===== src/rtl/cordic_rot_seq.sv =====
`default_nettype none
// ============================================================================
//  Module      : cordic_rot_seq
//  Description : Iterative CORDIC rotation-mode sequencer. Accepts a start
//                vector (x, y) and a target angle, then performs ITER
//                shift-add micro-rotations, one per clock. Each micro-rotation
//                reads arctan(2^-i) from an external combinational LUT.
//                Results are uncompensated (gain K ~ 1.6468).
//  Ports       :
//      clk        in   1        clock, rising-edge active
//      rst_n      in   1        synchronous active-low reset
//      start      in   1        request, accepted only while busy = 0
//      x_in       in   WIDTH    signed start vector x
//      y_in       in   WIDTH    signed start vector y
//      angle_in   in   8        signed target angle (100 = 45 degrees)
//      lut_count  out  3        LUT index (current iteration, 0 otherwise)
//      lut_angle  in   8        unsigned arctan(2^-lut_count)
//      busy       out  1        high from acceptance until back in idle
//      done       out  1        one-cycle pulse, results valid
//      x_out      out  WIDTH+2  signed rotated x
//      y_out      out  WIDTH+2  signed rotated y
//      z_out      out  10       signed residual angle
//  Revision    : 1.0  initial release
// ============================================================================
module cordic_rot_seq #(
    parameter int WIDTH = 16,
    parameter int ITER  = 7
) (
    input  logic                   clk,
    input  logic                   rst_n,
    input  logic                   start,
    input  logic [WIDTH-1:0]       x_in,
    input  logic [WIDTH-1:0]       y_in,
    input  logic [7:0]             angle_in,
    output logic [2:0]             lut_count,
    input  logic [7:0]             lut_angle,
    output logic                   busy,
    output logic                   done,
    output logic [WIDTH+1:0]       x_out,
    output logic [WIDTH+1:0]       y_out,
    output logic [9:0]             z_out
);

    localparam int       c_XW   = WIDTH + 2;
    localparam int       c_ZW   = 10;
    localparam logic [2:0] c_LAST = 3'(ITER - 1);

    typedef enum logic [1:0] {
        ST_IDLE = 2'd0,
        ST_ITER = 2'd1,
        ST_DONE = 2'd2
    } state_t;

    state_t                   r_state;
    state_t                   w_state_nx;

    logic signed [c_XW-1:0]   r_x;
    logic signed [c_XW-1:0]   r_y;
    logic signed [c_ZW-1:0]   r_z;
    logic [2:0]               r_i;

    logic signed [c_XW-1:0]   r_x_out;
    logic signed [c_XW-1:0]   r_y_out;
    logic signed [c_ZW-1:0]   r_z_out;

    logic                     w_accept;
    logic                     w_last;
    logic                     w_d_pos;
    logic signed [c_XW-1:0]   w_x_sh;
    logic signed [c_XW-1:0]   w_y_sh;
    logic signed [c_ZW-1:0]   w_lut_z;
    logic signed [c_XW-1:0]   w_x_nx;
    logic signed [c_XW-1:0]   w_y_nx;
    logic signed [c_ZW-1:0]   w_z_nx;

    // ------------------------------------------------------------------------
    // State register
    // ------------------------------------------------------------------------
    always_ff @(posedge clk) begin
        if (!rst_n) begin
            r_state <= ST_IDLE;
        end else begin
            r_state <= w_state_nx;
        end
    end

    // ------------------------------------------------------------------------
    // Next-state and control outputs
    // ------------------------------------------------------------------------
    always_comb begin
        w_state_nx = r_state;
        w_accept   = 1'b0;
        busy       = 1'b1;
        done       = 1'b0;
        lut_count  = 3'd0;
        unique case (r_state)
            ST_IDLE: begin
                busy = 1'b0;
                if (start) begin
                    w_accept   = 1'b1;
                    w_state_nx = ST_ITER;
                end
            end
            ST_ITER: begin
                lut_count = r_i;
                if (w_last) begin
                    w_state_nx = ST_DONE;
                end
            end
            ST_DONE: begin
                done       = 1'b1;
                w_state_nx = ST_IDLE;
            end
            default: begin
                w_state_nx = ST_IDLE;
            end
        endcase
    end

    assign w_last = (r_i == c_LAST);

    // ------------------------------------------------------------------------
    // Micro-rotation datapath. Direction follows the sign of the residual
    // angle; shifts are arithmetic so negative values floor toward -inf.
    // ------------------------------------------------------------------------
    assign w_d_pos = ~r_z[c_ZW-1];
    assign w_x_sh  = r_x >>> r_i;
    assign w_y_sh  = r_y >>> r_i;
    assign w_lut_z = {2'b00, lut_angle};

    assign w_x_nx  = w_d_pos ? (r_x - w_y_sh) : (r_x + w_y_sh);
    assign w_y_nx  = w_d_pos ? (r_y + w_x_sh) : (r_y - w_x_sh);
    assign w_z_nx  = w_d_pos ? (r_z - w_lut_z) : (r_z + w_lut_z);

    always_ff @(posedge clk) begin
        if (!rst_n) begin
            r_x <= '0;
            r_y <= '0;
            r_z <= '0;
            r_i <= 3'd0;
        end else if (w_accept) begin
            r_x <= {{2{x_in[WIDTH-1]}}, x_in};
            r_y <= {{2{y_in[WIDTH-1]}}, y_in};
            r_z <= {{2{angle_in[7]}}, angle_in};
            r_i <= 3'd0;
        end else if (r_state == ST_ITER) begin
            r_x <= w_x_nx;
            r_y <= w_y_nx;
            r_z <= w_z_nx;
            // Return the index to 0 after the last step so the LUT index
            // reads 0 whenever the sequencer is not iterating.
            r_i <= w_last ? 3'd0 : r_i + 3'd1;
        end
    end

    // ------------------------------------------------------------------------
    // Result registers: loaded with the final micro-rotation so they are
    // valid in the cycle done is asserted, then held until the next result.
    // ------------------------------------------------------------------------
    always_ff @(posedge clk) begin
        if (!rst_n) begin
            r_x_out <= '0;
            r_y_out <= '0;
            r_z_out <= '0;
        end else if ((r_state == ST_ITER) && w_last) begin
            r_x_out <= w_x_nx;
            r_y_out <= w_y_nx;
            r_z_out <= w_z_nx;
        end
    end

    assign x_out = r_x_out;
    assign y_out = r_y_out;
    assign z_out = r_z_out;

endmodule
`default_nettype wire


===== config.mk =====
export PLATFORM = sky130hd
export DESIGN_NAME = cordic_rot_seq
export DESIGN_NICKNAME = d
export VERILOG_FILES = /design/src/rtl/cordic_rot_seq.sv
export SDC_FILE = /design/constraint.sdc
export NUM_CORES = 1
export LEC_CHECK = 0
export ABC_AREA = 1
export CORE_ASPECT_RATIO = 0.7
export CORE_MARGIN = 3
export CORE_UTILIZATION = 35
export DETAILED_ROUTE_END_ITERATION = 7
export SLEW_MARGIN = 30
export SYNTH_ARGS = -nofsm -noshare
export SYNTH_HDL_FRONTEND = slang
export SYNTH_SLANG_ARGS = --single-unit

===== constraint.sdc =====
create_clock -name clk -period 4.1 [get_ports clk]
set_input_delay 0.615 -clock clk [delete_from_list [all_inputs] [get_ports clk]]
set_output_delay 0.615 -clock clk [all_outputs]
set_load 0.005 [all_outputs]

== After elaboration in Yosys (flattened, before gate mapping) ==
Cells that the tools add are included.
Cells by class
  $add $sub $neg: 7
  $mul: 0
  div/mod/pow operators: 0
  order comparisons: 0
  eq/ne operators: 5
  shifts and indexed selects: 2
  mux-type cells: 18
  bitwise logic cells: 1
  reductions and logical operators: 5
Operator list (count)
  $mux W18: 6
  $add A18 B18 Y18: 2
  $sshr A18 B3 Y18: 2
  $sub A18 B18 Y18: 2
  $mux W10: 3
  $add A10 B9 Y10: 1
  $sub A10 B9 Y10: 1
  $mux W3: 2
  $mux W1: 4
  $mux W2: 2
  $ne A2 B2 Y1 const B: 2
  $pmux W2 S2: 1
  $add A3 B1 Y3 const B: 1
  $eq A3 B3 Y1 const B: 1
  $eq A2 B1 Y1 const B: 1
  $eq A2 B2 Y1 const B: 1
  $logic_not A2 Y1: 1
  $reduce_and A2 Y1: 1
  $reduce_bool A2 Y1: 1
  $reduce_or A2 Y1: 1
  $logic_and A1 B1 Y1: 1
  $not A1 Y1: 1
Word-level totals
  register bits after elaboration: 97
  latch bits: 0
  memory bits (writable): 0
  memory bits (read-only): 0
  output and inout port bits: 51
  word-level logic and storage cells: 46
  memories: 0

== Depth between registers and ports, before layout ==
  depth in word-level cells: 5
  gate-level depth with buffers: 28

== Worst setup path after synthesis ==
OpenSTA, ideal clock, no wires.
  kind: reg-to-reg
  start point: register r_i[0]
  end point: register r_x_out[14], in the netlist x_out[14]
  library setup time: 0.116 ns
  arrival: 3.214 ns
  required time: 3.984 ns
  setup slack: 0.769 ns
  stages on the path, launching flop included: 28
  buffers on the path: 1
  cells stage by stage: dfxtp_1 inv_2 buf_2 nand2_1 nand3_1 nand2_1 inv_1 nand2_1 inv_1 ha_1 nand4_1 nor2_4 nand2_1 o21ai_2 xor2_1 inv_1 ha_1 nand2_1 nor2_1 a211oi_1 nand3_1 nand2_1 nand2_1 or2_2 nand2_1 nand2_1 o211ai_1 inv_1
On the way
  word-level cells in the longest chain between the ends: 3
  elaborated cells on any way between the ends: 6
  those cells by class: add/sub (2); eq/ne (1); shift (1); mux (1); reduce/logical (1)
Ends and longest elaborated chain
  start: declaration: line 60  | logic [2:0] r_i;
  start signal: assignment: line 152  | r_i <= w_last ? 3'd0 : r_i + 3'd1;
  $sshr A18 B3 Y18: line 128  | assign w_y_sh = r_y >>> r_i;
  $sub A18 B18 Y18 / $add A18 B18 Y18 (equally long branches): line 131  | assign w_x_nx = w_d_pos ? (r_x - w_y_sh) : (r_x + w_y_sh);
  $mux W18: line 131
  end signal: assignment: line 166  | r_x_out <= w_x_nx;
  end: declaration: line 62  | logic signed [c_XW-1:0] r_x_out;
Parallel ways exist; a longest one is shown, timed or not.
A chain may end at the register's enable or synchronous reset.

== Final worst setup path ==
Ends and elaborated chain as after synthesis.

==> flow_summary.yaml <==
yosys:
  synthesis.area_um2: 8410
  yosysTopAreaCell: "dfxtp_1"
  postSynth.asyncResetShare_pct: 0
  synthFlopType: "dfxtp_1"
  synth_warnings: 0
  ys_seq_area_share_pct: 23.1
  synth_cell_types: 50
  ys_ff_latch: 97
  synth_edf_count: 0
  synthTopCellsByArea: "dfxtp_1 (23%), nand2_1 (19%), nand3_1 (8.0%)"
  synthesis.nets: 1455
  synth_top_area_share_pct: 23.1
  syn_inst: 1355
  synth.avg_cell_area_um2: 6.20
timing:
  drv_slew: 0
  period_share_pct: 93.5
  min_period_ns: 3.83
  fin_worst_skew_ns: 0.00696
  finalSetupViolCount: 0
  fin_setup_tns_ns: 0
  max_freq_ghz: 0.261
  slew_headroom_pct: 57.1
  worstMarginPinSlew_ns: 0.643
  hold_viol: 0
critical_path:
  critPathTopFamily: "simple AND/OR/NAND/NOR gates"
  critPathSlowestCell: "dfxtp_2"
  critPathArrivalTime_ns: 4.09
  end_kind: "register"
  path_max_fanout: 25
  critPathLaunchType: "register"
  critPathBufInv: 4
  cpMostUsedCell: "nand2_1"
  critical_path_class: "reg2reg"
  cp_slowest_stage_delay_ns: 0.43
  worstPathRequired_ns: 4.36
clock_tree:
  cts_inserted_buffers: 9
  clock-sinks: 97
  cts.clk_slew.worst_paths_ns: 0.07
  clk_path_buf_depth: 2
  cts.htree.levels: 3
  clock_latency_ns: 0.37
  cts_root_buf: "clkbuf_16"
  cts_hold_buf: 0
  cts_tree: "built"
global_routing:
  grt_util_all_layers_pct: 21.6
  antenna_found_initial: 0
  grt_pass1_vias: 8360
  grt-ovfl-total: 0
  grt_max_degree: 53
  grt_pass1_wl_um: 44200
layout:
  final_common_cell: "nand2_1"
  syn2layout_area_growth_pct: 19.7
  final_cell_mix: "nand2_1 (420), inv_1 (144), nand3_1 (133)"
  final_nets: 1538
  diodes: 0
  final_area_um2: 10100
  drive_above_1_share_pct: 7.77
  fill_cells: 2460
  stdcell_count: 1754
status:
  status: "finished clean"
route:
  antenna_left: 0
  wl_um: 27500
  firstDrtPassIters: 5
  drt_iter0_drc: 814
  vias_per_cell: 5.04
  drc_errors: 0
  vias: 8843
  avgRoutedWirePerCell_um: 15.7
placed_design:
  hpwl_um: 20900
  place_area_um2: 9690
  gp_congestion: 0.915
  dpl.cell_count: 1736
  io_buffers: 101
power:
  power_uw: 5460
  ir_drop_mv: 0.297
  total_leakage_power_uw: 0.00502
  powerDensity_nw_per_um2: 543
die:
  boundaryPins: 102
  dieArea_um2: 25900
  core_um2: 23100
  die_w_um: 191
  rows: 46
  start_util_pct: 36.3
  fp.dieH_um: 136
job:
  drv_cap: 0
min_path:
  min_path_type: "reg2reg"
## cell families after synthesis
kind of cell | Yosys count | synth area share (%)
AOI/OAI and AO/OA | 197 | 14.0
xor gates and xnor gates | 59 | 6.15
adders and majority gates | 49 | 7.56
buffers and inverters | 208 | 10.8
DFF | 97 | 23.1
and+or+nand+nor | 745 | 38.4
## through the flow
step           setup slack, ns  util [%]  hold slack (ns)
6_report                 0.268      43.5            0.475
5_1_grt                -0.0186      43.5            0.492
4_1_cts                 0.0947      43.2            0.475
3_5_place_dp             0.124      41.9            0.459
3_3_place_gp             0.141      41.9            0.457
2_1_floorplan            0.769         -            0.457
## routing by layer
metal | vias up | wire (µm) | share of wire [%] | track usage [%]
li1 | 4565 | - | - | -
met1 | 4031 | 14500 | 53 | 32.8
met2 | 231 | 11100 | 40 | 31.8
met3 | 16 | 1660 | 6.0 | 4.09
met4 | 0 | 261 | 0.95 | 3.83
met5 | - | 0 | 0 | 0
## worst paths after layout
kind | from | slack (ns) | cells after the start | endpoint
hold / removal | y_out[2]$_SDFFE_PN0P_ | 0.48 | 2 | y_out[2]$_SDFFE_PN0P_
setup reg to reg | r_i[0]$_SDFFE_PP0P_ | 0.27 | 25 | x_out[14]$_SDFFE_PN0P_
setup / recovery | r_i[0]$_SDFFE_PP0P_ | 0.27 | 25 | x_out[14]$_SDFFE_PN0P_
hold reg to reg | y_out[2]$_SDFFE_PN0P_ | 0.48 | 2 | y_out[2]$_SDFFE_PN0P_
## power by group
group	leakage, µW	internal, µW	switching (µW)
combinational	0.00408	1230	2120
sequential	0.000793	1040	176
clock	0.000142	504	391
total	0.00502	2780	2680
## area by class of cell
class                           instances  area [µm²]  area share [%]
Inverter                              151         577            5.73
Tap cell                              312         390            3.88
Timing Repair Buffer                  129        1260            12.6
Multi-Input combinational cell       1050        5590            55.5
Clock inverter                          2        37.5           0.373
Clock buffer                           13         260            2.59
Sequential cell                        97        1940            19.3
## cell usage after synthesis, drive strengths merged, types with 13 or more instances
master / instances
a31oi: 33
xor2: 48
buf: 34
dfxtp: 97
nor2: 131
ha: 46
clkbuf: 23
o211ai: 13
nand2: 430
o21ai: 66
nand3: 147
a21oi: 58
inv: 150
## flip-flops by register name, indices dropped and copies added, names as in the netlist
register and cells:
x_out 18, r_x 18, z_out 10, r_state 2
r_y 18, r_z 10, r_i 3, y_out 18
## worst register-to-register path: stages, from the launching register on
cell and delay [ns]:
dfxtp_2 0.43, inv_4 0.14, nand2_1 0.13, nand3_1 0.12
nand3_1 0.13, nand2_1 0.12, inv_1 0.10, ha_1 0.18
nand4_1 0.17, nor2_4 0.17, nand2_1 0.10, o21ai_2 0.13
xor2_1 0.19, inv_1 0.07, ha_1 0.35, nand2_1 0.11
nor2_1 0.06, a211oi_2 0.21, nand3_2 0.15, nand2_1 0.08
nand2_1 0.06, or2_2 0.29, nand2_1 0.06, nand2_1 0.05
o211ai_1 0.09, inv_1 0.05
## repair_timing
item / CTS / global route
hold endpoints to repair: 0 / 0
endpoints found under the setup margin: 0 / 26
gates resized for setup: 0 / 12
buffers inserted: 0 / 2
Note: power is estimated with default switching activity, not from simulation.
